<file path="config.mk">
export PLATFORM = sky130hd
export DESIGN_NAME = regfile_wr_arb
export DESIGN_NICKNAME = d
export VERILOG_FILES = /design/src/rtl/regfile_wr_arb.sv
export SDC_FILE = /design/constraint.sdc
export NUM_CORES = 1
export LEC_CHECK = 0
export ABC_CLOCK_PERIOD_IN_PS = 2400
export BUFFER_PORTS_ARGS = -buffer_cell sky130_fd_sc_hd__buf_2
export CAP_MARGIN = 25
export CORE_MARGIN = 1
export CORE_UTILIZATION = 43
export CTS_CLUSTER_SIZE = 14
export DETAILED_ROUTE_END_ITERATION = 8
export PLACE_DENSITY_LB_ADDON = 0.08
export SLEW_MARGIN = 15
export SYNTH_ARGS = -nofsm -noshare
export SYNTH_HDL_FRONTEND = slang
export SYNTH_SLANG_ARGS = --single-unit
</file>
<file path="constraint.sdc">
create_clock -name clk -period 2.4 [get_ports clk]
set_input_delay 0.72 -clock clk [delete_from_list [all_inputs] [get_ports clk]]
set_output_delay 0.72 -clock clk [all_outputs]
set_load 0.005 [all_outputs]
</file>
<file path="src/rtl/regfile_wr_arb.sv">
// Register-file write-port arbiter: round-robin between two writeback requesters, lockable bursts,
// one registered write stage and a hazard check. Define REGFILE_WR_ARB_BYPASS_EN to add read forwarding.
module regfile_wr_arb #(
    parameter int AW      = 3,
    parameter int DW      = 8,
    parameter int RR_INIT = 0
) (
    input  logic          clk,
    input  logic          rst,
    input  logic          req0_valid,
    input  logic          req0_lock,
    input  logic [AW-1:0] req0_addr,
    input  logic [DW-1:0] req0_data,
    output logic          req0_ready,
    input  logic          req1_valid,
    input  logic          req1_lock,
    input  logic [AW-1:0] req1_addr,
    input  logic [DW-1:0] req1_data,
    output logic          req1_ready,
    output logic          rf_we,
    output logic [AW-1:0] rf_waddr,
    output logic [DW-1:0] rf_wdata,
`ifdef REGFILE_WR_ARB_BYPASS_EN
    input  logic [AW-1:0] raddr1,
    input  logic [AW-1:0] raddr2,
    input  logic [DW-1:0] rf_rdata1,
    input  logic [DW-1:0] rf_rdata2,
    output logic [DW-1:0] fwd_rdata1,
    output logic [DW-1:0] fwd_rdata2,
`endif
    input  logic [AW-1:0] chk_addr,
    output logic          chk_busy
);

    typedef enum logic [1:0] {ARB, LOCK0, LOCK1} state_t;

    typedef struct packed {
        logic          lock;
        logic [AW-1:0] addr;
        logic [DW-1:0] data;
    } wreq_t;

    state_t state;
    logic   prio;
    logic   g0, g1, xfer;
    wreq_t  gsel;

    always_comb begin
        g0 = 1'b0;
        g1 = 1'b0;
        case (state)
            ARB: begin
                if (req0_valid && (!req1_valid || !prio)) g0 = 1'b1;
                else if (req1_valid)                      g1 = 1'b1;
            end
            LOCK0:   g0 = req0_valid;
            LOCK1:   g1 = req1_valid;
            default: ;
        endcase
        if (rst) begin
            g0 = 1'b0;
            g1 = 1'b0;
        end
    end

    assign req0_ready = g0;
    assign req1_ready = g1;
    assign xfer       = g0 | g1;
    assign gsel       = g1 ? wreq_t'{req1_lock, req1_addr, req1_data}
                           : wreq_t'{req0_lock, req0_addr, req0_data};

    // prio flips to the other side on every transfer; inside a lock it is
    // don't-care, and on lock exit it lands on the other requester as needed.
    always_ff @(posedge clk or posedge rst) begin
        if (rst) begin
            state    <= ARB;
            prio     <= 1'(RR_INIT);
            rf_we    <= 1'b0;
            rf_waddr <= '0;
            rf_wdata <= '0;
        end else begin
            rf_we <= xfer;
            if (xfer) begin
                rf_waddr <= gsel.addr;
                rf_wdata <= gsel.data;
                prio     <= g0;
                if (gsel.lock) state <= g0 ? LOCK0 : LOCK1;
                else           state <= ARB;
            end
        end
    end

    assign chk_busy = (rf_we && rf_waddr == chk_addr) || (xfer && gsel.addr == chk_addr);

`ifdef REGFILE_WR_ARB_BYPASS_EN
    assign fwd_rdata1 = (rf_we && rf_waddr == raddr1) ? rf_wdata : rf_rdata1;
    assign fwd_rdata2 = (rf_we && rf_waddr == raddr2) ? rf_wdata : rf_rdata2;
`endif

endmodule

</file>
Yosys cells after proc, flatten, opt, wreduce, memory -nomap -nowiden --
Index checks and enable logic that the tools add are counted.
Word-level totals: register bits 15, bits of input ports 31, logic and storage cells 28
Cells by class: equality and inequality tests 4, muxes and demuxes 10, bitwise operators 1, reduce and logical (&&, ||, !) cells 8
Operators with widths (count):
- 12-bit two-way mux | 1
- 3-bit equality test | 2
- 1-bit two-way mux | 5
- 2-bit two-way mux | 2
- 1-bit one-hot mux with 2 select lines | 2
- 1-bit logical AND | 3
- 2-bit by 1-bit equality test with 1-bit output (second input constant) | 1
- 2-bit equality test (second input constant) | 1
- 1-bit logical NOT | 2
- 2-bit logical NOT | 1
- 1-bit logical OR | 2
- 1-bit OR | 1

Depth between registers and ports, before layout --
depth after elaboration 10, gate-level depth with buffers 6, depth with buffers taken out 5

Worst setup path after synthesis --
OpenSTA, ideal clock, no wires.
kind input to output, start point in rst, end point out chk_busy, arrival time 1.620 ns, setup slack 0.060 ns, stages 6, cell sequence nor3b_2 -> o21a_1 -> buf_6 -> mux2i_1 -> xnor2_1 -> o31ai_2
On the way: longest elaborated chain between the ends 5
RTL lines:
- from (decl) | RTL line 9 | input logic rst,
- 1-bit two-way mux | RTL line 60 | if (rst) begin
- 12-bit two-way mux | RTL line 69 | assign gsel = g1 ? wreq_t'{req1_lock, req1_addr, req1_data}
- 3-bit equality test | RTL line 93 | assign chk_busy = (rf_we && rf_waddr == chk_addr) || (xfer && gsel.addr == chk_addr);
- 1-bit logical AND * | RTL line 93
- 1-bit logical OR * | RTL line 93
- to (decl) | RTL line 32 | output logic chk_busy
Every way passes the cells marked *; elsewhere a longest branch is shown, timed or not.

Worst setup path in the final report --
Same ends and word-level chain as after synthesis.

==> run metrics <==
Vias 734; Peak supply drop 0.5027 mV; Top delay family on crit path compound AO/OA/AOI/OAI gates; number of buffers created by CTS 3; final instance area 1144 sq um; Layout Nets 163; CP endpoint kind output pin; count leader, synth dfrtp_1; Max Fclk 391.2 MHz; fin crit share 106.5%; sequential fraction of the synthesis area 45.18%; largest net degree at the start of global routing 16; dominant cell type by area after synthesis dfrtp_1; routed len/inst 10.25 microns; largest fanout on the critical path 6; first-pass GRT wire length 2642 microns; Initial DRT Pass Iterations 3; CTS tree done; number of nets with antenna violations after routing 0; # diodes 0; Yosys top cell area share 45.18%; I/O pin total 46; WL final 1599 microns; Slew Limit Fails 0; failing checks setup timing; post-route setup slack -0.1560 ns; initial core utilization 47.09%; most common flop cell mapped by yosys dfrtp_1; RSZ-0062 raised after global routing true; height of the chip 45.96 microns; syn_area_per_cell 10.26 sq um; post-layout minimum cycle time 2.556 ns; routability cong. 0.8156; vias in the first global route 641; Die X 45.96 microns; max-cap viol count 0; antenna violations before repair 0; placed cell area 1086 sq um; TritonCTS Sinks 15; total track usage 18.08%; CP Buf/Inv Count 2; power density over the cells 898.4 nW/um^2; drt first-iter violations 3; class of the worst hold path reg2reg; Clock Pin Slew Worst Setup and Hold Paths 0.10 ns; Leak 0.0006304 uW; Max clock buf depth 2; cell area after synthesis 830.8 sq um; port bufs 45; crit-path cells buf_6 -> nor3b_4 -> o21a_2 -> mux2i_1 -> xnor2_1 -> o31ai_2 -> buf_2; Worst EP required 1.68 ns; syn_nets 112; Synth Instances 81; Final setup viols 1; clk_lat worst skew 0.28 ns; accumulated negative setup slack -0.1560 ns; H-tree depth 1; vias per std cell 4.705; critical path type in2out; Max-slew headroom 61.79%; DRC 0; filler cell count 184; Seq cells post-synth 15; most frequent cells after synthesis 15 x dfrtp_1, 12 x mux2i_1, 12 x o21ai_0, 11 x nand2_1; largest cells by area after synthesis dfrtp_1 45%, mux2i_1 14%, o21ai_0 7.2%, nand2_1 5.0%, xnor2_1 4.2%; Clock Tree Root clkbuf_4; final count of hold timing violations 0; HPWL after DPL 1268 microns; share of post-route cells with drive strength above 1 46.56%; row count 15; final global-route overflow total 0; Slowest-stage cell, CP mux2i_1; clk_skew 0.003504 ns; worst slew pin tran 0.5725 ns; number of synthesized flops with an enable pin 0; core box area 1764 sq um; Netlist cell types 22; outcome complete, but fails checks; Synth Warn # 0; Die ar. 2112 sq um; crit path DAT 1.84 ns; Async SR Flop Fraction 100.0%; crit-path max cell delay 0.23 ns; Area Growth Syn to Fin 37.65%; startpoint types input pin
## stage by stage
step                hold slack, ns  util (%)  worst slack (ns)  power (uW)  instances
floorplan                   0.4814         -           0.06044       706.3         81
global route                0.5647     64.82           -0.2409        1133        156
CTS                         0.5323     64.82           -0.1731        1046        156
detailed placement          0.5095     61.56           -0.2701       879.9        151
global placement            0.4910     61.56           -0.2218       870.0        151
finish                      0.5313     64.82           -0.1560        1027        156
## cell families after synthesis
logic type / count (synthesis) / share of synthesized area (%)
buffers and inverters: 8 / 5.571
flip-flops: 15 / 45.18
XOR/XNOR: 6 / 6.325
AO/OA/AOI/OAI: 19 / 13.40
multiplexers: 14 / 17.17
AND/OR/NAND/NOR: 19 / 12.35
## path summary, 6_finish.rpt
check                                          start                       to  slack (ns)  cells past startpoint
worst max register to register  state[0]$_DFFE_PP0P_     state[1]$_DFFE_PP0P_        0.83                      5
max in group asynchronous                        rst  rf_wdata[5]$_DFFE_PP0P_        1.42                      3
worst min-delay path            state[1]$_DFFE_PP0P_     state[1]$_DFFE_PP0P_        0.53                      1
min in group asynchronous                        rst         prio$_DFFE_PP0P_        0.61                      3
worst min register to register  state[1]$_DFFE_PP0P_     state[1]$_DFFE_PP0P_        0.53                      1
worst max-delay path                             rst                 chk_busy       -0.16                      7
## report_power, final
part | internal (uW) | switching (uW)
Sequential | 374 | 75.6
Combinational | 240 | 188
Clock | 63.2 | 85.8
## final cells by class
| type | count | area, sq um | share of cell area (%) |
|---|---|---|---|
| multi-input cells | 58 | 416.7 | 36.43 |
| clock buffers | 3 | 22.52 | 1.969 |
| inverters | 4 | 15.01 | 1.313 |
| flip-flops and latches | 15 | 375.4 | 32.82 |
| repair buffers | 50 | 275.3 | 24.07 |
| clock inverters | 1 | 7.507 | 0.6565 |
| well taps | 25 | 31.28 | 2.735 |
## routing by layer
metal / wire length, microns / vias to the layer above / global-route usage [%]
met3: 63 / 2 / 3.571
met5: 0 / - / 0
met1: 734 / 335 / 22.72
li1: - / 375 / -
met2: 785 / 22 / 29.30
met4: 15 / 0 / 8.824
## registers in the layout, indices dropped and copies added (netlist names)
| name | cells |
|---|---|
| prio | 1 |
| rf_waddr | 3 |
| rf_wdata | 8 |
| rf_we | 1 |
| state | 2 |
## cells in the final DEF, fill, tap and decap left out
cell / count
buf_2: 43
dfrtp_1: 15
mux2i_1: 12
o21ai_0: 12
nand2_1: 11
buf_4: 5
inv_1: 4
xnor2_1: 4
nand2b_1: 3
a21oi_1: 3
clkbuf_4: 3
mux2_2: 2
xor2_1: 2
buf_6: 2
nand2b_4: 1
nor3b_4: 1
o21a_2: 1
nor2_1: 1
o21ai_2: 1
o211ai_1: 1
and3_1: 1
nand4_1: 1
o31ai_2: 1
clkinvlp_4: 1
## repair_timing
action                                  in CTS  in global routing
setup buffers                                1                  0
gates resized for setup                      4                  0
endpoints found under the setup margin       1                  1
endpoints found under the hold margin        0                  0
hold buffers                                 0                  0
Note: power is estimated with default switching activity, not from simulation.
